File: src/rtl/icache_pkg.sv
`default_nettype none
// +--------------------------------------------------------------------------+
// | icache_pkg                                                               |
// | Shared constants, controller state type and address-field helpers for    |
// | the direct-mapped instruction-cache controller.                          |
// | Revision: 1.0                                                            |
// +--------------------------------------------------------------------------+
package icache_pkg;

  localparam int ADDR_W   = 32;
  localparam int INDEX_W  = 8;
  localparam int OFFSET_W = 4;
  localparam int TAG_W    = ADDR_W - INDEX_W - OFFSET_W;
  localparam int LINE_W   = 128;

  typedef enum logic [2:0] {
    INIT   = 3'd0,
    IDLE   = 3'd1,
    LOOKUP = 3'd2,
    MISS   = 3'd3,
    REFILL = 3'd4,
    WRITE  = 3'd5
  } icache_state_t;

  // Line index: the bits just above the 16-byte line offset.
  function automatic logic [INDEX_W-1:0] get_index(input logic [ADDR_W-1:0] addr);
    return addr[OFFSET_W +: INDEX_W];
  endfunction

  // Tag: everything above index and offset.
  function automatic logic [TAG_W-1:0] get_tag(input logic [ADDR_W-1:0] addr);
    return addr[ADDR_W-1 -: TAG_W];
  endfunction

  // Word within the 4-word line.
  function automatic logic [1:0] get_word(input logic [ADDR_W-1:0] addr);
    return addr[3:2];
  endfunction

endpackage
`default_nettype wire

File: src/rtl/icache_ctrl.sv
`default_nettype none
// +--------------------------------------------------------------------------+
// | icache_ctrl                                                              |
// | Direct-mapped instruction-cache controller between the IF stage and the |
// | tag/data block RAMs (single-port, 1-cycle read, write-first).            |
// | Serves hits at one per cycle, refills misses as 4-word bursts, and       |
// | sweeps the tag array invalid after reset.                                |
// |                                                                          |
// | Ports                                                                    |
// |   clka, rstn            clock, asynchronous active-low reset             |
// |   req_*                 fetch request (valid/ready, word-aligned PC)     |
// |   resp_*                one-cycle instruction response, no back-pressure |
// |   mem_rd_*, mem_ret_*   line read request and 4-beat return burst        |
// |   bram_addr             shared tag/data RAM address                      |
// |   tag_*, data_*         RAM write enables, write data and read data      |
// | Revision: 1.0                                                            |
// +--------------------------------------------------------------------------+
module icache_ctrl
  import icache_pkg::*;
#(
  parameter int ADDR_WIDTH  = ADDR_W,
  parameter int INDEX_WIDTH = INDEX_W,
  parameter int TAG_WIDTH   = ADDR_WIDTH - INDEX_WIDTH - OFFSET_W
) (
  input  logic                    clka,
  input  logic                    rstn,
  input  logic                    req_valid,
  output logic                    req_ready,
  input  logic [ADDR_WIDTH-1:0]   req_addr,
  output logic                    resp_valid,
  output logic [31:0]             resp_inst,
  output logic                    mem_rd_req,
  output logic [ADDR_WIDTH-1:0]   mem_rd_addr,
  input  logic                    mem_rd_ready,
  input  logic                    mem_ret_valid,
  input  logic [31:0]             mem_ret_data,
  input  logic                    mem_ret_last,
  output logic [INDEX_WIDTH-1:0]  bram_addr,
  output logic                    tag_we,
  output logic [TAG_WIDTH:0]      tag_din,
  input  logic [TAG_WIDTH:0]      tag_dout,
  output logic                    data_we,
  output logic [LINE_W-1:0]       data_din,
  input  logic [LINE_W-1:0]       data_dout
);

  icache_state_t            state, state_nxt;
  logic [INDEX_WIDTH-1:0]   init_cnt;
  logic [ADDR_WIDTH-1:0]    addr_q;
  logic [1:0]               beat_cnt;
  logic [3:0][31:0]         line_buf;

  logic [TAG_WIDTH-1:0]     tag_q;
  logic [1:0]               word_q;
  logic                     hit;
  logic                     accept;

  assign tag_q  = get_tag(addr_q);
  assign word_q = get_word(addr_q);
  assign hit    = tag_dout[TAG_WIDTH] && (tag_dout[TAG_WIDTH-1:0] == tag_q);
  assign accept = req_valid && req_ready;

  // Line-aligned refill address; only meaningful while in MISS, but kept
  // stable from the latched request so it never glitches during the wait.
  assign mem_rd_addr = {addr_q[ADDR_WIDTH-1:OFFSET_W], {OFFSET_W{1'b0}}};

  always_ff @(posedge clka or negedge rstn) begin
    if (!rstn) begin
      state    <= INIT;
      init_cnt <= '0;
      addr_q   <= '0;
      beat_cnt <= '0;
      line_buf <= '0;
    end else begin
      state <= state_nxt;
      if (state == INIT) begin
        init_cnt <= init_cnt + {{(INDEX_WIDTH-1){1'b0}}, 1'b1};
      end
      if (accept) begin
        addr_q <= req_addr;
      end
      // Beat counter restarts for every refill; an early mem_ret_last leaves
      // the remaining buffer words stale by design.
      if (state == MISS) begin
        beat_cnt <= '0;
      end else if (state == REFILL && mem_ret_valid) begin
        line_buf[beat_cnt] <= mem_ret_data;
        beat_cnt           <= beat_cnt + 2'd1;
      end
    end
  end

  always_comb begin
    state_nxt  = state;
    req_ready  = 1'b0;
    resp_valid = 1'b0;
    resp_inst  = '0;
    mem_rd_req = 1'b0;
    bram_addr  = '0;
    tag_we     = 1'b0;
    tag_din    = '0;
    data_we    = 1'b0;
    data_din   = '0;

    unique case (state)
      INIT: begin
        tag_we    = 1'b1;
        bram_addr = init_cnt;
        if (init_cnt == {INDEX_WIDTH{1'b1}}) begin
          state_nxt = IDLE;
        end
      end

      IDLE: begin
        req_ready = 1'b1;
        bram_addr = get_index(req_addr);
        if (req_valid) begin
          state_nxt = LOOKUP;
        end
      end

      LOOKUP: begin
        if (hit) begin
          resp_valid = 1'b1;
          resp_inst  = data_dout[{word_q, 5'b0} +: 32];
          // Pipelined hit: the next request's RAM read overlaps this response.
          req_ready  = 1'b1;
          bram_addr  = get_index(req_addr);
          state_nxt  = req_valid ? LOOKUP : IDLE;
        end else begin
          state_nxt = MISS;
        end
      end

      MISS: begin
        mem_rd_req = 1'b1;
        if (mem_rd_ready) begin
          state_nxt = REFILL;
        end
      end

      REFILL: begin
        if (mem_ret_valid && mem_ret_last) begin
          state_nxt = WRITE;
        end
      end

      WRITE: begin
        bram_addr  = get_index(addr_q);
        tag_we     = 1'b1;
        data_we    = 1'b1;
        tag_din    = {1'b1, tag_q};
        data_din   = line_buf;
        // Forward the missed word straight from the buffer.
        resp_valid = 1'b1;
        resp_inst  = line_buf[word_q];
        state_nxt  = IDLE;
      end

      default: begin
        state_nxt = INIT;
      end
    endcase
  end

endmodule
`default_nettype wire

File: config.mk
export PLATFORM = sky130hd
export DESIGN_NAME = icache_ctrl
export DESIGN_NICKNAME = d
export VERILOG_FILES = /design/src/rtl/icache_pkg.sv /design/src/rtl/icache_ctrl.sv
export SDC_FILE = /design/constraint.sdc
export NUM_CORES = 1
export LEC_CHECK = 0
export ABC_AREA = 1
export BUFFER_PORTS_ARGS = -buffer_cell sky130_fd_sc_hd__buf_2
export CORE_MARGIN = 3
export CORE_UTILIZATION = 35
export CTS_CLUSTER_DIAMETER = 50
export DETAILED_ROUTE_END_ITERATION = 6
export PLACE_DENSITY_LB_ADDON = 0.08
export SLEW_MARGIN = 5
export SYNTH_ARGS = -nofsm -noshare
export SYNTH_HDL_FRONTEND = slang
export SYNTH_SLANG_ARGS = --single-unit
File: constraint.sdc
create_clock -name clka -period 3.6 [get_ports clka]
set_input_delay 0.18 -clock clka [delete_from_list [all_inputs] [get_ports clka]]
set_output_delay 0.18 -clock clka [all_outputs]
set_load 0.02 [all_outputs]
==> flow_summary.toml <==
[route]
viasPerCell = 4.85
drcViolationCount = 0
drtIter0Drc = 738
vias = 11600
firstDrtPassIters = 5
totalWireLength_mm = 42.0
avgRoutedWirePerCell_um = 17.6
ant_nets = 0

[hold_path]
hold_depth = 3
hp-class = "in2reg"
min_from = "mem_ret_data[9]"

[sta]
maxClockFrequency_ghz = 0.343
post-route-period-util = 0.809
slew_violations = 0
period_minus_slack_ns = 2.91
relSlewSlack = 0.265
hold_viol_final = 0
setup_ws_ns = 0.687
rsz0062_at_grt = "false"
setup_tns_ns = 0
worst_pin_slew_ns = 1.10
setup_viol = 0
skew_ns = 0.0181

[layout]
design_area_mm2 = 0.0138
final_util = 0.463
drive_gt1_frac = 0.267
final_cells = 2384
fin_nets = 2202
area_growth_pct = 29.9

[place]
io_buffers = 438
place_inst = 2317
gp_congestion = 0.905
dpl-instance-area_mm2 = 0.0128
place_hpwl_mm = 30.6
place_worst_setup_slack_ns = 1.16

[synthesis]
syn_avg_cell_area_um2 = 6.65
synth_area_leaders = "dfrtp_1, nand2_1, inv_1"
synth_warnings = 0
ys_types = 32
synth-seq-cells = 171
synth_top_area_frac = 0.403
syn_area_mm2 = 0.0106
synth_seq_area_share = 0.403
yosys.area.top_type = "dfrtp_1"
synth_cells = 1597

[critical_path]
crit_top_cell = "nand2_1"
cp_cell_sequence = "inv_4 -> buf_4 -> a21oi_1 -> o21ai_0 -> nand2_1 -> nand2_1 -> o21ai_1 -> buf_2"
crit_type = "reg2out"
ff2ff_path_depth = 7
crit_path_start_kind = "flip-flop"
crit_slowest_cell = "dfrtp_4"
critPathArrivalTime_ns = 2.73
crit_required_ns = 3.42
path_max_fanout = 54
r2r-start = "state[0]"
end_kind = "output pin"
startpoint = "addr_q[2]"
rrSetupSlack_ns = 1.29
crit_path_max_incr_delay_ns = 0.63

[floorplanning]
io_pins = 445
die_h_um = 180
core.rowCount = 63
fp.dieW_um = 180
initial_utilization = 0.357
core-area_mm2 = 0.0298
die-area_mm2 = 0.0325

[global_route]
grt_max_degree = 69
track_usage = 0.248
grt_pass1_wl_mm = 64.0
grt_overflow = 0
grt_pass1_vias = 10900
antenna_found_initial = 3

[job]
drv_cap = 0

[power]
p_leak_uw = 0.00734
worst_ir_drop_vdd_mv = 0.407
powerDensity_mw_per_mm2 = 695

[clocking]
root_buffer = "clkbuf_16"
cts_buffer_depth = 2
cts_buffers = 17
htreeDepth = 4
path_clk_slew_ns = 0.08
cts.sinks = 171
cts_tree = "done"
clk_latency_ns = 0.43

[outcome]
status = "finished, final reports clean"
## cell usage in the layout (no fill, tap or decap), drive strengths merged
cell type / synthesis / layout
o211ai: 1 / 1
nand4: 2 / 2
ha: 5 / 5
clkinv: 1 / 6
o31ai: 1 / 1
bufinv: 0 / 1
o21a: 1 / 1
xnor2: 4 / 4
buf: 58 / 460
inv: 245 / 254
nand3: 44 / 44
dlygate4sd3: 0 / 32
nor2: 230 / 230
nand2: 357 / 357
clkbuf: 75 / 17
nor3: 4 / 4
o21ai: 295 / 295
o22ai: 32 / 32
xor2: 4 / 4
diode: 0 / 3
dfrtp: 171 / 171
a21oi: 66 / 66
conb: 1 / 4
## synth_stat cells
cell type,number
nor2_1,226
nand3_1,34
nand2_4,1
nor2_4,4
ha_1,5
o22ai_1,32
nand4_4,1
clkinv_1,1
buf_1,4
o211ai_1,1
clkbuf_1,75
nand2_1,352
o21ai_0,148
nand4_1,1
inv_2,12
inv_1,233
a21oi_1,66
o31ai_1,1
nor3_2,3
o21ai_1,147
nor3_1,1
buf_12,1
xnor2_1,4
nand3_2,10
buf_2,19
nand2_2,4
dfrtp_1,171
buf_6,1
conb_1,1
xor2_1,4
o21a_1,1
buf_4,33
## where the power goes
part	switching (µW)	internal (µW)	total, µW
logic	3070	1420	4490
clock network	929	1010	1940
registers	567	2590	3150
total	4560	5020	9580
## cell families (layout without fill, tap and decap cells)
logic type      after synthesis  count (layout)  synth area share
flops                       171             171             0.403
other cells                   1               7          0.000353
fa+ha+maj                     5               5           0.00589
buf+inv                     379             770             0.150
xor+xnor                      8               8           0.00660
simple gates                637             637             0.243
compound gates              396             396             0.191
## repair_timing
| action | 4_1_cts | 5_1_grt |
|---|---|---|
| hold buffers | 32 | 0 |
| setup endpoints to repair | 0 | 0 |
| buffers inserted | 0 | 0 |
| endpoints found under the hold margin | 93 | 0 |
| resized for setup | 0 | 0 |
## state kept, by name, indices dropped and copies added (netlist names)
register	cells
state	3
init_cnt	8
beat_cnt	2
line_buf	128
addr_q	30
## area by class of cell
cell class              instances  area, µm²
fillers                      3241      16000
inverters                     246        926
clock inverters                15        198
clock buffers                  17        425
diodes                          3       7.51
well taps                     390        488
multi-input cells            1050       4770
flip-flops and latches        171       4280
repair buffers                492       2700
## layer usage
| metal | track usage | part of all wire | wire [µm] | vias to the layer above |
|---|---|---|---|---|
| met4 | 0.0654 | 0.021 | 890 | 0 |
| met3 | 0.0375 | 0.052 | 2200 | 42 |
| met2 | 0.403 | 0.47 | 19600 | 401 |
| li1 | - | - | - | 5716 |
| met1 | 0.346 | 0.46 | 19200 | 5403 |
| met5 | 0 | 0 | 0 | - |
## worst max-delay path, delay by kind of cell (launching register included)
kind,cells,cell delay [ns]
compound gates,3,0.27
buf+inv,3,1.05
flops,1,0.63
simple gates,2,0.31
## per-stage QoR
step | total power (µW) | hold slack (ns)
global placement | 7560 | 0.229
CTS | 9630 | 0.0210
finish | 9580 | 0.0351
global route | 10400 | 0.0413
detailed placement | 7620 | 0.235
floorplan | 6320 | -0.116
## final timing paths
check,to
max in group asynchronous,line_buf[100]
min in group asynchronous,addr_q[10]
hold reg to reg,line_buf[35]
setup / recovery,resp_inst[7]
setup reg to reg,line_buf[60]
hold / removal,line_buf[105]
No activity file was read; power rests on OpenSTA's default activity.
